==> config.mk <==
export PLATFORM = sky130hd
export DESIGN_NAME = des_key_schedule
export DESIGN_NICKNAME = d
export VERILOG_FILES = /design/src/rtl/des_key_schedule.sv
export SDC_FILE = /design/constraint.sdc
export NUM_CORES = 1
export LEC_CHECK = 0
export BUFFER_PORTS_ARGS = -buffer_cell sky130_fd_sc_hd__buf_2
export CAP_MARGIN = 5
export CORE_MARGIN = 2
export CORE_UTILIZATION = 58
export DETAILED_ROUTE_END_ITERATION = 6
export PLACE_DENSITY = 0.82
export RECOVER_POWER = 100
export SYNTH_ARGS = -nofsm -noshare
export SYNTH_HDL_FRONTEND = slang
export SYNTH_SLANG_ARGS = --single-unit
==> constraint.sdc <==
create_clock -name clk -period 2.4 [get_ports clk]
set_input_delay 0.24 -clock clk [delete_from_list [all_inputs] [get_ports clk]]
set_output_delay 0.24 -clock clk [all_outputs]
set_load 0.01 [all_outputs]
==> src/rtl/des_key_schedule.sv <==
// des_key_schedule
//   Iterative DES key schedule. It loads a post-PC-1 key and then presents
//   one 48-bit round subkey per accepted handshake. The order is K1..K16
//   for encryption and K16..K1 for decryption. The C/D halves are held in
//   registers, and PC-2 is applied combinationally on the way out.
//
// Ports
//   clk, rst_n   clock, asynchronous active-low reset
//   start        load request (honoured only in IDLE)
//   key_in[55:0] post-PC-1 key, [55:28] = C0, [27:0] = D0
//   decrypt      sampled with start; 1 = reverse subkey order
//   busy         sequence in progress (drops with the done pulse)
//   sk_valid     sk_out holds a subkey
//   sk_ready     consumer accepts on sk_valid && sk_ready
//   sk_out[47:0] PC-2(C,D); bit 47 = PC-2 output bit 1
//   sk_round     subkey number minus 1 (K1 -> 0, K16 -> 15)
//   sk_last      marks the 16th subkey of the sequence
//   done         one-cycle pulse after the 16th subkey is accepted
module des_key_schedule (
   input  logic        clk,
   input  logic        rst_n,
   input  logic        start,
   input  logic [55:0] key_in,
   input  logic        decrypt,
   output logic        busy,
   output logic        sk_valid,
   input  logic        sk_ready,
   output logic [47:0] sk_out,
   output logic [3:0]  sk_round,
   output logic        sk_last,
   output logic        done
);

   typedef enum logic [1:0] {IDLE, RUN, DONE} state_t;

   // PC-2 selection, 1-based positions into the 56-bit C||D (bit 1 = MSB of C)
   localparam int PC2 [48] = '{
      14, 17, 11, 24,  1,  5,  3, 28, 15,  6, 21, 10,
      23, 19, 12,  4, 26,  8, 16,  7, 27, 20, 13,  2,
      41, 52, 31, 37, 47, 55, 30, 40, 51, 45, 33, 48,
      44, 49, 39, 56, 34, 53, 46, 42, 50, 36, 29, 32};

   state_t      state;
   logic [27:0] c, d;
   logic [3:0]  step;
   logic        dec;
   logic        by1;
   logic [55:0] cd;

   function automatic logic [27:0] rot(input logic [27:0] x, input logic right,
                                       input logic one);
      logic [27:0] r;
      case ({right, one})
         2'b01:   r = {x[26:0], x[27]};
         2'b00:   r = {x[25:0], x[27:26]};
         2'b11:   r = {x[0], x[27:1]};
         default: r = {x[1:0], x[27:2]};
      endcase
      return r;
   endfunction

   // The encrypt step s uses round s+2 and the decrypt step s uses round 16-s.
   // Both index into the same 1-position entries when s is 0, 7 or 14.
   assign by1 = (step == 4'd0) || (step == 4'd7) || (step == 4'd14);

   assign cd = {c, d};
   for (genvar i = 0; i < 48; i++) begin : g_pc2
      assign sk_out[47-i] = cd[56-PC2[i]];
   end

   always_ff @(posedge clk or negedge rst_n) begin
      if (!rst_n) begin
         state    <= IDLE;
         c        <= '0;
         d        <= '0;
         step     <= '0;
         dec      <= 1'b0;
         busy     <= 1'b0;
         sk_valid <= 1'b0;
         sk_round <= '0;
         sk_last  <= 1'b0;
         done     <= 1'b0;
      end else begin
         case (state)
            IDLE: begin
               done <= 1'b0;
               if (start) begin
                  // The total shift over 16 rounds is 28, so the unrotated key is already the K16 state.
                  dec      <= decrypt;
                  c        <= decrypt ? key_in[55:28] : rot(key_in[55:28], 1'b0, 1'b1);
                  d        <= decrypt ? key_in[27:0]  : rot(key_in[27:0],  1'b0, 1'b1);
                  step     <= '0;
                  state    <= RUN;
                  busy     <= 1'b1;
                  sk_valid <= 1'b1;
                  sk_round <= decrypt ? 4'd15 : 4'd0;
                  sk_last  <= 1'b0;
               end
            end
            RUN: begin
               if (sk_ready) begin
                  if (step == 4'd15) begin
                     state    <= DONE;
                     busy     <= 1'b0;
                     sk_valid <= 1'b0;
                     sk_last  <= 1'b0;
                     done     <= 1'b1;
                  end else begin
                     c        <= rot(c, dec, by1);
                     d        <= rot(d, dec, by1);
                     step     <= step + 4'd1;
                     sk_round <= dec ? (4'd14 - step) : (step + 4'd1);
                     sk_last  <= (step == 4'd14);
                  end
               end
            end
            default: begin
               done  <= 1'b0;
               state <= IDLE;
            end
         endcase
      end
   end

endmodule

==> results.md, run 1 <==
- Crit-path cells: inv_1 > ha_1 > or3b_1 > o21ai_4 > mux4_2 > a221o_1
- Total gr overflow: 0
- Share of cells above drive strength 1: 16.82%
- Avg Vias per Cell: 7.031
- Die W: 114.1 µm
- Worst Hold Path EP: state[0]
- WL/cell: 20.82 µm
- Syn avg cell area: 8.440 µm²
- Final core occ: 64.00%
- Period utilization: 95.28%
- Comb power frac: 61.2%
- Synth warn: 0
- Full die area: 0.01302 mm²
- Synth Instances: 833
- WHS Path Cells: 2
- Met2 wire length: 9.699 mm
- Global-route wire length before repair: 35.17 mm
- Largest stage delay on the critical path: 0.56 ns
- Yosys cell types: 55
- Int Pwr: 5.471 mW
- Final Setup Violations: 0
- Final Power: 10.70 mW
- Type of the worst setup path: reg2reg
- Hold Fails Final Rpt: 0
- Sw Share: 48.87%
- Routed wire length: 21.13 mm
- TritonCTS clock tree: built
- Max Used Layer: met4
- CP Capture Type: flop
- Static leakage: 2.942 nW
- Diodes inserted: 0
- CTS clock-pin slew for the worst setup and hold paths: 0.06 ns
- Worst slew pin tran: 1.471 ns
- Detailed Routing Iterations Pass 1: 5
- Pin count of the biggest net entering global routing: 66
- DR iter-0 viols: 824
- Initial Util: 59.02%
- Reg2reg end: c[10]
- Post-DRT Antenna Nets: 0
- Async S/R FF share, synth: 100.0%
- Post-Syn Area: 0.007030 mm²
- Clock share of power: 12.2%
- Max-Cap Viols: 0
- Worst skew pair latency: 0.34 ns
- I/O pin total: 117
- Clock buffer depth: 2
- Highest clock rate: 437.3 MHz
- Hold Startpoint: sk_ready
- CORE AREA: 0.01191 mm²
- Final min period: 2.287 ns
- CP Max Fanout: 12
- DPL Wire Length: 13.70 mm
- TritonCTS Buffers: 9
- Post-Syn Nets: 897
- GPL Wtd Cong: 0.8882
- Top FF cell, synth: dfrtp_1
- Initial antenna violation count: 0
- Die Span Y: 114.1 µm
- Seq/Total Area, Yosys: 24.92%
- Layout area overhead: 8.436%
- Power Density: 1404 mW/mm²
- Seq cells post-synth: 70
- Clock skew: 0.009554 ns
- Placement Rows: 40
- Overall Global Routing Usage: 33.22%
- Slew margin rel.: 1.908%
- CP Launch Type: flop
- EDFF count, synth: 0
- CP max stage cell: mux4_2
- M1 WL: 8.638 mm
- Maximum vdd drop: 869.9 µV
- Worst reg-to-reg setup slack: 0.11 ns
- Net Switching: 5.230 mW
- Hold Crit Class: in2reg
- Total clock sinks: 70
- NumNets Final: 928
- Reg2reg start: step[1]
- Reg2Reg Depth: 6
- # H-tree levels: 3
- Met3 wire length: 2.274 mm
- Reg power frac: 26.5%
- Drt drc: 0
- RSZ-0062 raised after global routing: no
- Worst path arrival time: 2.51 ns
- Post-CTS repair timing setup buffer count: 0
- Vias in the first global route: 6,856
- Port Buffer Count: 116
- CTS root buf: clkbuf_16
- Slew Limit Fails: 0
- Worst Path Required: 2.62 ns
- Status: completed
- Vias: 7,136
[what timing repair did]
action                                  in CTS  in global routing
hold buffers                                 1                  0
endpoints found under the setup margin       1                  1
endpoints found under the hold margin       20                  0
gates resized for setup                      1                  2
[how the worst max path moves through the flow]
stage            start    end  slack, ns  cells past startpoint
2_1_floorplan  step[0]  c[10]       0.20                      7
3_3_place_gp   step[0]   c[1]    -0.0001                      7
3_5_place_dp   step[0]   c[1]      -0.03                      7
4_1_cts        step[0]   c[1]       0.05                      7
5_1_grt        step[0]  c[23]     0.0007                      7
6_report       step[1]  c[10]       0.11                      6
[cells in the final DEF (no fill, tap or decap), types with 4 or more instances in the layout]
| cell type | instances |
|---|---|
| a211oi_1 | 90 |
| a21oi_1 | 16 |
| a221oi_1 | 37 |
| a22oi_1 | 32 |
| a311oi_1 | 8 |
| and2_1 | 4 |
| buf_12 | 9 |
| buf_2 | 58 |
| buf_4 | 26 |
| clkbuf_1 | 60 |
| clkbuf_16 | 9 |
| dfrtp_1 | 69 |
| inv_1 | 8 |
| mux2_2 | 13 |
| mux2i_1 | 58 |
| mux4_2 | 9 |
| nand2_1 | 69 |
| nand2b_1 | 5 |
| nand3_1 | 14 |
| nor2_1 | 55 |
| nor2b_1 | 32 |
| o211a_1 | 6 |
| o21a_1 | 32 |
| o21ai_0 | 13 |
| o22ai_1 | 10 |
| or3_1 | 65 |
[power groups by stage]
stage	sequential, mW	clock [mW]	combinational (mW)
6_report	2.84	1.31	6.55
5_1_grt	2.91	1.35	7.14
4_1_cts	2.77	1.30	6.59
3_5_place_dp	2.78	0	6.55
3_3_place_gp	2.75	0	6.44
2_1_floorplan	2.39	0	5.46
[critical path, delay by kind of cell, from the launching register on]
kind | cells | cell delay, ns
DFF | 1 | 0.42
AOI/OAI and AO/OA | 2 | 0.53
buffers and inverters | 1 | 0.07
and+or+nand+nor | 1 | 0.44
muxes | 1 | 0.56
adders and majority gates | 1 | 0.15
[metrics by stage]
| stage | cells | hold WS, ns | setup TNS, ns | area (µm²) | worst slack (ns) |
|---|---|---|---|---|---|
| after floorplan | 833 | -0.05559 | 0 | 7030 | 0.1972 |
| after global placement | 999 | 0.2794 | -0.0001383 | 7408 | -0.0001383 |
| after detailed placement | 999 | 0.2815 | -0.03010 | 7408 | -0.03010 |
| after CTS | 1015 | 0.1662 | 0 | 7702 | 0.04775 |
| after global routing | 1015 | 0.2161 | 0 | 7624 | 0.0007048 |
| final | 1015 | 0.1771 | 0 | 7624 | 0.1133 |
[synthesized netlist by cell type, drive strengths merged (2+ instances only)]
master / count / area (µm²)
nor2: 55 / 206.5
or3b: 2 / 17.52
and2: 4 / 25.02
o2bb2ai: 3 / 26.28
nand2: 69 / 259.0
mux4: 9 / 202.7
o22ai: 10 / 62.56
and3b: 2 / 17.52
o21ai: 14 / 73.82
dfrtp: 70 / 1752
a221oi: 37 / 324.1
nor2b: 32 / 200.2
a22oi: 32 / 240.2
ha: 3 / 37.54
nor3b: 2 / 26.28
xor2: 3 / 26.28
nand2b: 6 / 37.54
mux2: 14 / 157.7
o211a: 6 / 60.06
o211ai: 3 / 22.52
a211oi: 93 / 723.2
a21oi: 17 / 96.35
a41o: 2 / 20.02
buf: 96 / 659.4
xnor2: 2 / 17.52
a2111oi: 2 / 17.52
a22o: 2 / 17.52
mux2i: 59 / 603.1
a311oi: 8 / 70.07
clkbuf: 41 / 153.9
a211o: 2 / 17.52
o21a: 32 / 240.2
inv: 8 / 30.03
or3: 65 / 406.6
nand3: 14 / 70.07
a31oi: 2 / 12.51
a21o: 3 / 22.52
[per-layer routing]
layer | track usage (%) | vias to the layer above
li1 | - | 3181
met1 | 45.98 | 3387
met2 | 52.14 | 503
met3 | 5.823 | 65
met4 | 12.85 | 0
met5 | 0 | -
[cell families after synthesis]
family | share of synthesized area, %
simple gates | 18.49
xor+xnor | 0.6230
flops | 24.92
buf+inv | 11.99
mux | 13.70
fa+ha+maj | 0.5340
compound gates | 29.74
[sequential cells by signal, summed over array words and instances, names as in the netlist]
name	flops
sk_round	4
done	1
step	4
d	28
dec	1
c	28
sk_last	1
sk_valid	1
state	2
[final cells by class]
cell class	instances	area, µm²
well taps	147	183.9
flip-flops and latches	70	1753
clock inverters	1	5.005
multi-input cells	618	4454
fillers	1043	4288
repair buffers	157	923.4
clock buffers	14	274.0
inverters	8	30.03
Note: power is estimated with default switching activity, not from simulation.
==> inputs of run 2 (changes only) <==
--- a/config.mk
+++ b/config.mk
@@ -7,7 +7,7 @@
 export LEC_CHECK = 0
 export BUFFER_PORTS_ARGS = -buffer_cell sky130_fd_sc_hd__buf_2
 export CAP_MARGIN = 5
-export CORE_MARGIN = 2
+export CORE_ASPECT_RATIO = 0.5
 export CORE_UTILIZATION = 58
 export DETAILED_ROUTE_END_ITERATION = 6
 export PLACE_DENSITY = 0.82
==> run 2 against run 1 <==
Net effect:
- register-to-register slack barely moved
- worst hold slack improved by 0.0090 ns
- power down 0.31%
- clock skew shrank 0.0023 ns
- count of clock-buffer cells in the layout unchanged
- combinational power about the same
- via count is 0.57% higher
- sequential share of layout area grew 0.064 points
- critical path depth up 1
- critical endpoint is now d[1]
==> results.md, run 2 (same netlist as run 1, synthesis figures left out) <==
- Status: completed (unchanged)
- Highest clock rate: 439.6 MHz (was 437.3 MHz)
- Slew Limit Fails: 0 (unchanged)
- Crit path from: step[0] (was step[1])
- Min setup slack post-route: 0.1253 ns (was 0.1133 ns)
- Final TNS setup: 0 ns (unchanged)
- CP max stage cell: dfrtp_1 (was mux4_2)
- DR iter-0 viols: 911 (was 824)
- Overall Global Routing Usage: 35.69% (was 33.22%)
- Number of fill cells: 987 (was 1,043)
- Pin count of the biggest net entering global routing: 79 (was 66)
- Area taken by multi-input logic gates: 0.004434 mm² (was 0.004454 mm²)
- CTS clock-pin slew for the worst setup and hold paths: 0.06 ns (about the same)
- Net Switching: 5.266 mW (was 5.230 mW)
- Clock share of power: 11.9% (was 12.2%)
- Maximum vdd drop: 725.9 µV (was 869.9 µV)
- CP Launch Type: flop (unchanged)
- Clock skew: 0.007274 ns (was 0.009554 ns)
- Commonest cells after routing, fill and taps aside: a211oi_1, nand2_1, dfrtp_1 (unchanged)
- Final Setup Violations: 0 (unchanged)
- Met3 wire length: 2.195 mm (was 2.274 mm)
- M1 WL: 9.223 mm (was 8.638 mm)
- Placement Rows: 27 (was 40)
- Hold Crit Class: in2reg (unchanged)
- Worst slew pin tran: 1.058 ns (was 1.471 ns)
- Worst skew pair latency: 0.35 ns (was 0.34 ns)
- GPL Wtd Cong: 0.9078 (was 0.8882)
- Inst Count DP: 1,008 (was 999)
- Detailed Routing Iterations Pass 1: 6 (was 5)
- Hold Startpoint: sk_ready (unchanged)
- Largest stage delay on the critical path: 0.44 ns (was 0.56 ns)
- Sw Share: 49.36% (was 48.87%)
- Share of cells above drive strength 1: 16.30% (was 16.82%)
- CTS root buf: clkbuf_16 (unchanged)
- Slew margin rel.: 29.43% (was 1.908%)
- Total clock sinks: 70 (unchanged)
- Max-Cap Viols: 0 (unchanged)
- Port Buffer Count: 116 (unchanged)
- Global-route wire length before repair: 35.29 mm (was 35.17 mm)
- Biggest regs: c x28, d x28 (unchanged)
- Initial antenna violation count: 0 (unchanged)
- Full die area: 0.01259 mm² (was 0.01302 mm²)
- Power Density: 1403 mW/mm² (was 1404 mW/mm²)
- Total gr overflow: 0 (unchanged)
- Vias: 7,177 (was 7,136)
- Comb power frac: 61.7% (was 61.2%)
- Max Used Layer: met4 (unchanged)
- Die W: 157.7 µm (was 114.1 µm)
- CP Capture Type: flop (unchanged)
- Worst Path Required: 2.61 ns (was 2.62 ns)
- Crit-path cells: inv_1 > ha_1 > or3b_1 > buf_6 > o21a_1 > a221oi_1 > a311oi_1 (was inv_1 > ha_1 > or3b_1 > o21ai_4 > mux4_2 > a221o_1)
- Dpl ws: 0.1053 ns (was -0.03010 ns)
- Cell Count, Final, Fillers Out: 1,024 (was 1,015)
- Diodes inserted: 0 (unchanged)
- Top delay family on crit path: compound AO/OA/AOI/OAI gates (was multiplexers)
- Int Pwr: 5.402 mW (was 5.471 mW)
- Die Span Y: 79.85 µm (was 114.1 µm)
- Type of the worst setup path: reg2reg (unchanged)
- NumNets Final: 925 (was 928)
- Final min period: 2.275 ns (was 2.287 ns)
- # H-tree levels: 3 (unchanged)
- Static leakage: 2.918 nW (was 2.942 nW)
- Met2 wire length: 9.851 mm (was 9.699 mm)
- I/O pin total: 117 (unchanged)
- Post-CTS repair timing setup buffer count: 0 (unchanged)
- Reg power frac: 26.4% (was 26.5%)
- TritonCTS Buffers: 9 (unchanged)
- Clock buffer depth: 2 (unchanged)
- Worst path arrival time: 2.48 ns (was 2.51 ns)
- WL/cell: 21.20 µm (was 20.82 µm)
- Post-DRT Antenna Nets: 0 (unchanged)
- Most common cell after layout, fill and taps aside: a211oi_1 (unchanged)
- Routed wire length: 21.71 mm (was 21.13 mm)
- Layout area overhead: 8.133% (was 8.436%)
- Drt drc: 0 (unchanged)
- Avg Vias per Cell: 7.009 (was 7.031)
- RSZ-0062 raised after global routing: no (unchanged)
- FF/Latch Area: 0.001753 mm² (unchanged)
- TritonCTS clock tree: built (unchanged)
- DPL Wire Length: 13.63 mm (was 13.70 mm)
- CP Max Fanout: 41 (was 12)
- Final core occ: 66.78% (was 64.00%)
- Final Power: 10.67 mW (was 10.70 mW)
- Area after DPL: 0.007436 mm² (was 0.007408 mm²)
- Initial Util: 61.75% (was 59.02%)
- Vias in the first global route: 6,841 (was 6,856)
- Hold Fails Final Rpt: 0 (unchanged)
- Crit path buf inv count: 2 (was 1)
- Reg2reg start: step[0] (was step[1])
- CORE AREA: 0.01138 mm² (was 0.01191 mm²)
- Period utilization: 94.78% (was 95.28%)
- Post-route cell area: 0.007602 mm² (was 0.007624 mm²)
- Hold WS: 0.1860 ns (was 0.1771 ns)
-- run 2: cell types whose count changed in the layout (fill, tap and decap cells not counted), moves of 2 or more --
cell      before  now
a211oi_4       2    0
buf_2         58   60
buf_4         26   22
clkbuf_2       3    1
-- run 2: area by class of cell --
class | count | share of cell area (%)
clock inverters | 1 | 0.06583
clock buffers | 14 | 3.473
inverters | 8 | 0.3950
well taps | 159 | 2.617
repair buffers | 154 | 12.06
flip-flops and latches | 70 | 23.06
multi-input cells | 618 | 58.33
-- run 2: final timing paths --
path	endpoint	slack, ns	depth (start not counted)
worst max-delay path	d[1]	0.13	7
worst min-delay path	state[0]	0.19	2
worst max register to register	d[1]	0.13	7
worst min register to register	sk_round[0]	0.48	2
max in group asynchronous	dec	0.96	3
min in group asynchronous	sk_round[3]	0.69	3
-- run 2: metal layers --
layer,vias up,global-route usage (%)
met3,62,7.383
met1,3471,49.05
met5,-,0
li1,3170,-
met4,0,12.91
met2,474,55.37
-- run 2: timing repair --
action                                  CTS  global route
gates resized for setup                   0             1
hold buffers                              1             0
endpoints found under the setup margin    0            35
hold endpoints to repair                 70             0
-- run 2: power by group through the flow --
stage               clock [mW]  sequential (mW)  combinational (mW)
finish                    1.27             2.82                6.58
global placement             0             2.74                6.44
floorplan                    0             2.39                5.46
CTS                       1.27             2.75                6.66
detailed placement           0             2.75                6.62
global route              1.33             2.90                7.12
-- run 2: worst reg2reg max path, delay by kind of cell, from the launching register on --
family | cells | cell delay [ns]
adder cells (fa/ha/maj) | 1 | 0.23
AND/OR/NAND/NOR | 1 | 0.43
AO/OA/AOI/OAI | 3 | 0.68
buffers and inverters | 2 | 0.36
flip-flops | 1 | 0.44
